**src/rtl/cpu_defs_pkg.sv**
```systemverilog
// cpu_defs_pkg
// Shared encodings for the multi-cycle CPU: opcodes, ALU operation codes,
// control-FSM states and the register-destination / write-back select
// encodings. Imported by the control unit, the datapath and the ALU.
package cpu_defs_pkg;

  // Opcodes (instr[31:27])
  localparam logic [4:0] OP_NOP  = 5'b00000;
  localparam logic [4:0] OP_ADD  = 5'b00001;
  localparam logic [4:0] OP_SUB  = 5'b00010;
  localparam logic [4:0] OP_AND  = 5'b00011;
  localparam logic [4:0] OP_OR   = 5'b00100;
  localparam logic [4:0] OP_SLT  = 5'b00101;
  localparam logic [4:0] OP_ADDI = 5'b00110;
  localparam logic [4:0] OP_LW   = 5'b00111;
  localparam logic [4:0] OP_SW   = 5'b01000;
  localparam logic [4:0] OP_BEQ  = 5'b01001;
  localparam logic [4:0] OP_BNE  = 5'b01010;
  localparam logic [4:0] OP_JAL  = 5'b01011;
  localparam logic [4:0] OP_HALT = 5'b11111;

  // ALU operation codes
  localparam logic [4:0] ALU_ADD = 5'b00000;
  localparam logic [4:0] ALU_SUB = 5'b00001;
  localparam logic [4:0] ALU_AND = 5'b00010;
  localparam logic [4:0] ALU_OR  = 5'b00011;
  localparam logic [4:0] ALU_SLT = 5'b00100;

  // Register-file destination select
  localparam logic [1:0] RDST_RT = 2'b00;
  localparam logic [1:0] RDST_RD = 2'b01;
  localparam logic [1:0] RDST_R7 = 2'b10;

  // Write-back source select
  localparam logic [1:0] M2R_ALU = 2'b00;
  localparam logic [1:0] M2R_MEM = 2'b01;
  localparam logic [1:0] M2R_PC4 = 2'b10;

  // Control FSM states
  typedef enum logic [2:0] {
    S_FETCH  = 3'd0,
    S_DECODE = 3'd1,
    S_EXEC   = 3'd2,
    S_MEM    = 3'd3,
    S_WB     = 3'd4,
    S_HALT   = 3'd5
  } state_t;

  // Datapath select fields held stable from EXEC through WB
  typedef struct packed {
    logic [1:0] reg_dst;
    logic [1:0] mem_to_reg;
    logic       alu_src_b;
    logic [4:0] alu_op;
  } ctrl_sel_t;

endpackage

```
**src/rtl/ctrl_decode.sv**
```systemverilog
// ctrl_decode
// Purely combinational opcode decoder for the control FSM.
// Ports:
//   i_opcode     in   5  opcode to decode
//   o_sel        out     datapath select fields (reg_dst, mem_to_reg, src_b, alu op)
//   o_legal      out  1  opcode is defined (HALT counts as legal)
//   o_is_halt    out  1  HALT
//   o_is_mem     out  1  LW or SW (needs the MEM state)
//   o_is_lw      out  1  LW
//   o_is_sw      out  1  SW
//   o_is_branch  out  1  BEQ or BNE
//   o_is_bne     out  1  BNE (branch taken on zero = 0)
//   o_is_jal     out  1  JAL
//   o_reg_write  out  1  instruction writes the register file in WB
module ctrl_decode
  import cpu_defs_pkg::*;
(
  input  logic [4:0] i_opcode,
  output ctrl_sel_t  o_sel,
  output logic       o_legal,
  output logic       o_is_halt,
  output logic       o_is_mem,
  output logic       o_is_lw,
  output logic       o_is_sw,
  output logic       o_is_branch,
  output logic       o_is_bne,
  output logic       o_is_jal,
  output logic       o_reg_write
);

  always_comb begin
    o_sel       = '0;
    o_legal     = 1'b1;
    o_is_halt   = 1'b0;
    o_is_mem    = 1'b0;
    o_is_lw     = 1'b0;
    o_is_sw     = 1'b0;
    o_is_branch = 1'b0;
    o_is_bne    = 1'b0;
    o_is_jal    = 1'b0;
    o_reg_write = 1'b0;
    case (i_opcode)
      OP_NOP: ;
      OP_ADD, OP_SUB, OP_AND, OP_OR, OP_SLT: begin
        o_sel.reg_dst = RDST_RD;
        o_reg_write   = 1'b1;
        case (i_opcode)
          OP_SUB:  o_sel.alu_op = ALU_SUB;
          OP_AND:  o_sel.alu_op = ALU_AND;
          OP_OR:   o_sel.alu_op = ALU_OR;
          OP_SLT:  o_sel.alu_op = ALU_SLT;
          default: o_sel.alu_op = ALU_ADD;
        endcase
      end
      OP_ADDI: begin
        o_sel.reg_dst   = RDST_RT;
        o_sel.alu_src_b = 1'b1;
        o_sel.alu_op    = ALU_ADD;
        o_reg_write     = 1'b1;
      end
      OP_LW: begin
        o_sel.reg_dst    = RDST_RT;
        o_sel.alu_src_b  = 1'b1;
        o_sel.alu_op     = ALU_ADD;
        o_sel.mem_to_reg = M2R_MEM;
        o_is_mem         = 1'b1;
        o_is_lw          = 1'b1;
        o_reg_write      = 1'b1;
      end
      OP_SW: begin
        o_sel.alu_src_b = 1'b1;
        o_sel.alu_op    = ALU_ADD;
        o_is_mem        = 1'b1;
        o_is_sw         = 1'b1;
      end
      OP_BEQ, OP_BNE: begin
        o_sel.alu_op = ALU_SUB;
        o_is_branch  = 1'b1;
        o_is_bne     = (i_opcode == OP_BNE);
      end
      OP_JAL: begin
        o_sel.reg_dst    = RDST_R7;
        o_sel.mem_to_reg = M2R_PC4;
        o_is_jal         = 1'b1;
        o_reg_write      = 1'b1;
      end
      OP_HALT: o_is_halt = 1'b1;
      default: o_legal = 1'b0;
    endcase
  end

endmodule

```
**src/rtl/multicycle_control_fsm.sv**
```systemverilog
// multicycle_control_fsm
// Multi-cycle control unit: walks each instruction through
// FETCH/DECODE/EXEC/[MEM]/WB and drives the datapath control inputs.
// Ports:
//   clk            in   1      system clock, rising edge
//   rst            in   1      asynchronous active-low reset
//   run_en         in   1      FSM may leave FETCH only while high
//   opcode_in      in   5      datapath opcode_out
//   zero_flag_in   in   1      datapath zero_flag_out
//   pc_write_en    out  1      PC update strobe (WB only)
//   pc_src_sel     out  1      0 = PC+4, 1 = branch/jump target
//   reg_write_en   out  1      register-file write strobe (WB only)
//   mem_to_reg_sel out  2      write-back source select
//   mem_read_en    out  1      data-memory read enable (LW, MEM and WB)
//   mem_write_en   out  1      data-memory write strobe (SW, last MEM cycle)
//   alu_src_b_sel  out  1      0 = rt, 1 = sign-extended immediate
//   alu_control_op out  5      ALU operation code
//   reg_dst_in     out  2      register destination select
//   state_out      out  3      current state encoding
//   halted         out  1      high in S_HALT
//   illegal_op     out  1      sticky undefined-opcode flag
//   instr_retired  out  CNT_W  retired-instruction count (wraps)
module multicycle_control_fsm
  import cpu_defs_pkg::*;
#(
  parameter int unsigned MEM_LAT = 1,
  parameter int unsigned CNT_W   = 32
) (
  input  logic             clk,
  input  logic             rst,
  input  logic             run_en,
  input  logic [4:0]       opcode_in,
  input  logic             zero_flag_in,
  output logic             pc_write_en,
  output logic             pc_src_sel,
  output logic             reg_write_en,
  output logic [1:0]       mem_to_reg_sel,
  output logic             mem_read_en,
  output logic             mem_write_en,
  output logic             alu_src_b_sel,
  output logic [4:0]       alu_control_op,
  output logic [1:0]       reg_dst_in,
  output logic [2:0]       state_out,
  output logic             halted,
  output logic             illegal_op,
  output logic [CNT_W-1:0] instr_retired
);

  localparam logic [3:0] LP_MEM_LAST = 4'(MEM_LAT - 1);

  state_t           r_state;
  state_t           w_next;
  logic [4:0]       r_ir_op;
  ctrl_sel_t        r_sel;
  logic             r_zero;
  logic             r_illegal;
  logic [3:0]       r_mem_cnt;
  logic [CNT_W-1:0] r_retired;

  logic [4:0]       w_dec_op;
  ctrl_sel_t        w_sel;
  logic             w_legal, w_is_halt, w_is_mem, w_is_lw, w_is_sw;
  logic             w_is_branch, w_is_bne, w_is_jal, w_reg_write;
  logic             w_mem_last;
  logic             w_take;

  // In DECODE the opcode is not latched yet, so decode the live input;
  // every later state decodes the latched copy.
  assign w_dec_op = (r_state == S_DECODE) ? opcode_in : r_ir_op;

  ctrl_decode u_decode (
    .i_opcode    (w_dec_op),
    .o_sel       (w_sel),
    .o_legal     (w_legal),
    .o_is_halt   (w_is_halt),
    .o_is_mem    (w_is_mem),
    .o_is_lw     (w_is_lw),
    .o_is_sw     (w_is_sw),
    .o_is_branch (w_is_branch),
    .o_is_bne    (w_is_bne),
    .o_is_jal    (w_is_jal),
    .o_reg_write (w_reg_write)
  );

  assign w_mem_last = (r_mem_cnt == LP_MEM_LAST);
  // BEQ takes on zero, BNE on non-zero
  assign w_take     = w_is_jal | (w_is_branch & (r_zero ^ w_is_bne));

  always_ff @(posedge clk or negedge rst) begin
    if (!rst) r_state <= S_FETCH;
    else      r_state <= w_next;
  end

  always_comb begin
    w_next       = r_state;
    pc_write_en  = 1'b0;
    pc_src_sel   = 1'b0;
    reg_write_en = 1'b0;
    mem_read_en  = 1'b0;
    mem_write_en = 1'b0;
    case (r_state)
      S_FETCH:  if (run_en) w_next = S_DECODE;
      S_DECODE: w_next = (w_is_halt || !w_legal) ? S_HALT : S_EXEC;
      S_EXEC:   w_next = w_is_mem ? S_MEM : S_WB;
      S_MEM: begin
        mem_read_en  = w_is_lw;
        mem_write_en = w_is_sw & w_mem_last;
        if (w_mem_last) w_next = S_WB;
      end
      S_WB: begin
        pc_write_en  = 1'b1;
        pc_src_sel   = w_take;
        reg_write_en = w_reg_write;
        mem_read_en  = w_is_lw;
        w_next       = S_FETCH;
      end
      S_HALT:   w_next = S_HALT;
      default:  w_next = S_FETCH;
    endcase
  end

  always_ff @(posedge clk or negedge rst) begin
    if (!rst) begin
      r_ir_op   <= OP_NOP;
      r_sel     <= '0;
      r_zero    <= 1'b0;
      r_illegal <= 1'b0;
      r_mem_cnt <= '0;
      r_retired <= '0;
    end else begin
      case (r_state)
        S_DECODE: begin
          r_ir_op <= opcode_in;
          if (w_next == S_EXEC) r_sel <= w_sel;
          if (!w_legal) r_illegal <= 1'b1;
        end
        S_EXEC: r_zero <= zero_flag_in;
        S_MEM:  r_mem_cnt <= w_mem_last ? '0 : r_mem_cnt + 4'd1;
        S_WB: begin
          r_sel     <= '0;
          r_retired <= r_retired + CNT_W'(1);
        end
        default: ;
      endcase
    end
  end

  assign reg_dst_in     = r_sel.reg_dst;
  assign mem_to_reg_sel = r_sel.mem_to_reg;
  assign alu_src_b_sel  = r_sel.alu_src_b;
  assign alu_control_op = r_sel.alu_op;
  assign state_out      = r_state;
  assign halted         = (r_state == S_HALT);
  assign illegal_op     = r_illegal;
  assign instr_retired  = r_retired;

endmodule
```
**config.mk**
```make
export PLATFORM = sky130hd
export DESIGN_NAME = multicycle_control_fsm
export DESIGN_NICKNAME = d
export VERILOG_FILES = /design/src/rtl/cpu_defs_pkg.sv /design/src/rtl/ctrl_decode.sv /design/src/rtl/multicycle_control_fsm.sv
export SDC_FILE = /design/constraint.sdc
export NUM_CORES = 1
export LEC_CHECK = 0
export CAP_MARGIN = 5
export CELL_PAD_IN_SITES_DETAIL_PLACEMENT = 1
export CELL_PAD_IN_SITES_GLOBAL_PLACEMENT = 1
export CORE_AREA = 2 2 87 89
export DETAILED_ROUTE_END_ITERATION = 6
export DIE_AREA = 0 0 89 91
export PLACE_DENSITY = 0.78
export RECOVER_POWER = 25
export SLEW_MARGIN = 10
export SYNTH_ARGS = -nofsm -noshare
export SYNTH_HDL_FRONTEND = slang
export SYNTH_SLANG_ARGS = --single-unit
```
**constraint.sdc**
```tcl
create_clock -name clk -period 2.2 [get_ports clk]
set_input_delay 0.33 -clock clk [delete_from_list [all_inputs] [get_ports clk]]
set_output_delay 0.33 -clock clk [all_outputs]
set_load 0.005 [all_outputs]
```
* Word level (Yosys, flattened, before mapping)
Index checks and enable logic that the tools add are counted.
** Storage, ports and cells
- Register bits :: 56
- Output and inout port bits :: 52
- Logic and storage cells :: 79
** Operators by class
- Add/sub/neg operators :: 2
- Equality and inequality tests :: 19
- Multiplexer cells :: 28
- Bitwise gates (word level) :: 5
- Reduce and logical (&&, ||, !) cells :: 15
** Operators by type and width (count)
- adder 32 x 1 -> 32 bit (second input constant) :: 1
- == test 5 x 3 -> 1 bit (second input constant) :: 4
- == test 5 x 4 -> 1 bit (second input constant) :: 4
- case mux 10 bit (2 select lines) :: 1
- 2-to-1 mux 1 bit :: 15
- case mux 3 bit (5 select lines) :: 1
- OR reduction 13 bit :: 1
- 2-to-1 mux 3 bit :: 4
- case mux 3 bit (4 select lines) :: 1
- == test 5 x 2 -> 1 bit (second input constant) :: 2
- 2-to-1 mux 10 bit :: 1
- == test 3 x 2 -> 1 bit (second input constant) :: 3
- case mux 2 bit (2 select lines) :: 2
- OR reduction 8 bit :: 1
- == test 3 bit (second input constant) :: 2
- case mux 3 bit (2 select lines) :: 1
- OR reduction 2 bit :: 3
- == test 5 x 1 -> 1 bit (second input constant) :: 1
- == test 5 bit (second input constant) :: 1
- logical NOT 5 bit :: 1
- 2-to-1 mux 5 bit :: 1
- OR reduction 5 bit :: 1
- adder 4 x 1 -> 4 bit (second input constant) :: 1
- logical NOT 4 bit :: 1
- 13 further kinds :: 15

* Depth between registers and ports, before layout
- Depth after elaboration :: 12
- Depth in mapped cells :: 6
- Mapped depth without buffers :: 5

* Cells and area by module
A second synthesis with hierarchy kept.
** Second synthesis, totals
- Cell total of the unflattened synthesis :: 278
- Area total of the unflattened synthesis :: 2771.4 µm²
** Modules (own cells, without submodules)
- multicycle_control_fsm :: times used 1, cells each 231, area each 2524.9 µm², sequential area each 1401.3 µm²
- ctrl_decode :: times used 1, cells each 47, area each 246.5 µm², sequential area each 0.0 µm²

* Worst setup path after synthesis
No wires, ideal clock.
- Path type :: register to output
- Start point :: register r_state[2] (netlist: state_out[2])
- End point :: output port mem_write_en
- Arrival :: 1.603 ns
- Slack :: 0.267 ns
- Cell stages (with the launch flop) :: 6
- Buffers on the path :: 2
- Cells stage by stage :: dfrtp_1 buf_4 nor3b_2 buf_4 mux2_2 nor4_1
** Between the ends
- Cells in the longest elaborated chain, start to end :: 6
- Elaborated cells between the ends (all ways) :: 7
- Classes of those cells :: 3 x eq/ne; 3 x mux; 1 x bitwise
** RTL lines
- from (decl) :: line multicycle_control_fsm.sv:51 : state_t r_state;
- from (signal assigned) :: line multicycle_control_fsm.sv:91 : else r_state <= w_next;
- == test 3 x 1 -> 1 bit :: line multicycle_control_fsm.sv:69 : assign w_dec_op = (r_state == S_DECODE) ? opcode_in : r_ir_op;
- 2-to-1 mux 5 bit
- net u_decode.i_opcode[4] :: line ctrl_decode.sv:18 : input logic [4:0] i_opcode,
- == test 5 x 4 -> 1 bit :: line ctrl_decode.sv:42 : case (i_opcode)
- 2-to-1 mux 1 bit :: line ctrl_decode.sv:42
- bitwise AND 1 bit :: line multicycle_control_fsm.sv:107 : mem_write_en = w_is_sw & w_mem_last;
- 2-to-1 mux 1 bit :: line multicycle_control_fsm.sv:101 : case (r_state)
- to (decl) :: line multicycle_control_fsm.sv:39 : output logic mem_write_en,
The timed path passes the listed nets, and every way through them passes these cells.

* Worst setup path in the final report
- Start point :: register r_state[1] (netlist: state_out[1])
- End point :: output port reg_write_en
** Between the ends
- Cells in the longest elaborated chain, start to end :: 6
- Elaborated cells between the ends (all ways) :: 14
- Classes of those cells :: 10 x eq/ne; 3 x mux; 1 x reduce/logical
** RTL lines
- == test 3 x 1 -> 1 bit (*) :: line multicycle_control_fsm.sv:69
- 2-to-1 mux 5 bit (*)
- net u_decode.i_opcode[2] :: line ctrl_decode.sv:18
- == test 5 x 3 -> 1 bit, or another cell as far along :: line ctrl_decode.sv:42
- OR reduction 8 bit (no line) (*)
- 2-to-1 mux 1 bit (*) :: line ctrl_decode.sv:42
- 2-to-1 mux 1 bit (*) :: line multicycle_control_fsm.sv:101
- to (decl) :: line multicycle_control_fsm.sv:36 : output logic reg_write_en,
The timed path passes the listed nets; every way through them passes the cells marked *.

==> metrics.csv <==
stage;metric;value;unit
run_status;status;complete, but fails checks;
run_status;failed_checks;negative setup slack;
clocking;clk_pin_slew_worst_paths;0.11;ns
global_routing;grt_util_all_layers;0.179;
flow_run;drv_cap;0;
sta;tightest_slew;1.36;ns
sta;rsz0062_at_grt;yes;
placed_design;dp_hpwl;4920;um
yosys;yosysWarnings;0;
die;coreArea;7140;um2
yosys;synth_area;2730;um2
clocking;clk_latency;0.30;ns
detailed_routing;top_layer;met4;
power;ir_worst_vdd;457;uV
sta;finalHoldViolCount;0;
detailed_routing;wl_met2;3620;um
sta;finalSetupViolCount;2;
detailed_routing;drtIter0Drc;91;
power;powerDensity;899;nW/um2
yosys;synth_area_leaders;dfrtp_1, xnor2_1, nand3_1;
yosys;yosys.area.top_type;dfrtp_1;
placed_design;pre_cts_slack;-0.157;ns
sta;fmax;450;MHz
global_routing;gr-total-overflow;0;
final_layout;synthToLayoutAreaGrowth;37.6;%
sta;tns;-0.0337;ns
sta;fin_ws;-0.0242;ns
placed_design;placement.io_buffers;58;
worst_setup_path;slowest_stage;dfrtp_1;
die;die_h;91;um
clocking;cts_sinks;54;
worst_setup_path;worst-setup-path-type;register to output port;
yosys;synthArstFlopShare;1.00;
worst_setup_path;setup.worst_path.end_class;output port;
detailed_routing;drc_errors;0;
worst_setup_path;critical_path_peak_fanout;5;
placed_design;gp_congestion;0.870;
detailed_routing;wl_met3;266;um
detailed_routing;vias_per_cell;5.19;
yosys;yosys_most_used_dff;dfrtp_1;
min_path;hp-class;input pin to async pin;
die;die_x;89;um
die;initial_core_util;0.382;
sta;fin_crit_sh;1.01;
worst_setup_path;cp_cell_sequence;nor3b_2 -> buf_4 -> buf_4 -> mux2_2 -> o21bai_1 -> a211oi_2 -> buf_2;
detailed_routing;drt_wl_total;6940;um
sta;fin_crit;2.22;ns
final_layout;drive_gt1_frac;0.204;
yosys;synth_cells;252;
yosys;ys_seq_area_frac;0.495;
global_routing;antenna_found_initial;0;
yosys;synth_edf_count;0;
die;dieArea;8100;um2
worst_setup_path;max_stage_delay;0.40;ns
clocking;cts_tree;done;
die;rows;31;
detailed_routing;ant_nets;0;
sta;slew_headroom;0.0939;
detailed_routing;num_vias;2270;
worst_setup_path;arrival;1.89;ns
yosys;yosysUniqueCellTypes;51;
final_layout;antenna_cells;0;
die;io_pins;61;
power;p_leak;1.66;nW
global_routing;grt_start_max_net_pins;55;
sta;finClkSkew;0.0127;ns
detailed_routing;wl_met1;3020;um
sta;slew_violations;0;
worst_setup_path;critPathMostFrequentCell;buf_4;
yosys;ys_ff_latch;54;
clocking;cts_buffers;5;
worst_setup_path;critPathRequiredTime;1.87;ns
detailed_routing;drt_pre_antenna_iters;4;
detailed_routing;wl_per_cell;15.9;um
clocking;htree_num_levels;2;
worst_setup_path;start_kind;register;
yosys;synth_top_area_frac;0.495;
clocking;root_buffer;clkbuf_8;
clocking;cts.path.max_buffers;2;
yosys;syn_area_per_cell;10.8;um2
global_routing;first_global_vias;2399;
global_routing;grt_pass1_wl;11700;um
final_layout;nets;349;
## power breakdown
group          leakage, nW  switching (mW)  internal [mW]  total [mW]
clock               0.0447           0.339          0.231       0.569
combinational        0.888           0.650          0.826        1.48
sequential           0.723           0.174           1.16        1.33
total                 1.66            1.16           2.21        3.37
## final cells by class
cell class,count,area (um2)
Multi-Input combinational cell,180,1360
Timing Repair Buffer,87,795
Clock buffer,5,68.8
Inverter,9,33.8
Sequential cell,54,1350
Clock inverter,3,25.0
Fill cell,806,3380
Tap cell,99,124
## cell usage after synthesis (all sizes together) (2+ instances only)
cell and n:
nand3 19, clkbuf 5, nor3 6, nor4 4, nor2 11, nor2b 3, a31o 3, nand2b 4
inv 9, xnor2 24, nor3b 2, o21ai 9, buf 5, a21oi 4, a21o 2, and3 4
or4b 2, a32o 3, a211oi 3, a22o 3, nand2 21, a2bb2oi 2, mux2 6, ha 3
nand4 11, xor2 8, and4 4, dfrtp 54, mux2i 2, and2 2
## critical path: cells and delay by family (launching register included)
family,cells,cell delay (ns)
buffers and inverters,3,0.42
DFF,1,0.40
muxes,1,0.33
AOI/OAI and AO/OA,2,0.27
and+or+nand+nor,1,0.17
## path summary, 6_finish.rpt
check / start / to / slack, ns / depth (start not counted)
min in group clk: instr_retired[31] / instr_retired[31] / 0.47 / 1
worst max-delay path: state_out[1] / reg_write_en / -0.02 / 7
worst min register to register: instr_retired[31] / instr_retired[31] / 0.47 / 1
worst max register to register: state_out[2] / mem_to_reg_sel[1] / 0.14 / 8
worst min-delay path: rst / instr_retired[20] / 0.41 / 2
max in group asynchronous: rst / instr_retired[12] / 0.97 / 2
## metal layers
metal,vias up,global-route usage
met5,-,0
met2,53,0.315
met1,1148,0.230
li1,1063,-
met3,6,0.0382
met4,0,0.0236
## layout by cell type, fill, tap and decap left out, drive strengths merged, types with 3 or more instances in the layout
cell type / Yosys / final
a32o: 3 / 3
inv: 9 / 10
a211oi: 3 / 3
and4: 4 / 4
xnor2: 24 / 24
nor4: 4 / 4
nand2b: 4 / 4
nand2: 21 / 21
xor2: 8 / 8
nor2: 11 / 11
ha: 3 / 3
nand4: 11 / 11
a31o: 3 / 3
clkbuf: 5 / 6
mux2: 6 / 6
o21ai: 9 / 9
dfrtp: 54 / 54
buf: 5 / 33
a22o: 3 / 3
and3: 4 / 4
nor3: 6 / 6
clkdlybuf4s50: 0 / 51
nor2b: 3 / 3
a21oi: 4 / 4
nand3: 19 / 19
## kinds of logic after synthesis
logic type / count (synthesis) / share of synthesized area
other: 1 / 0.00137
buffers and inverters: 19 / 0.0325
XOR/XNOR: 32 / 0.103
adder cells (fa/ha/maj): 3 / 0.0138
flip-flops: 54 / 0.495
AO/OA/AOI/OAI: 36 / 0.0968
AND/OR/NAND/NOR: 99 / 0.226
multiplexers: 8 / 0.0321
## registers in the layout, summed over array words and instances, names as in the netlist, 2 cells and up
signal	cells
instr_retired	32
alu_control_op	3
mem_to_reg_sel	2
reg_dst_in	2
r_ir_op	5
r_mem_cnt	4
state_out	3
## through the flow
step	power, mW	utilization	hold slack, ns	std cells	instance area (um2)
after floorplan	1.94	-	0.0344	253	2730
after detailed placement	2.57	0.496	0.356	420	3540
final	3.37	0.526	0.413	437	3750
after CTS	3.31	0.521	0.0125	434	3710
after global routing	3.58	0.526	0.488	437	3750
after global placement	2.53	0.496	0.351	420	3540
## what timing repair did
item,in CTS,in global routing
setup buffers,6,3
endpoints found under the setup margin,5,5
pin swaps,3,3
hold endpoints to repair,0,0
hold buffers,0,0
resized for setup,26,11
(Power assumes the default switching activity.)
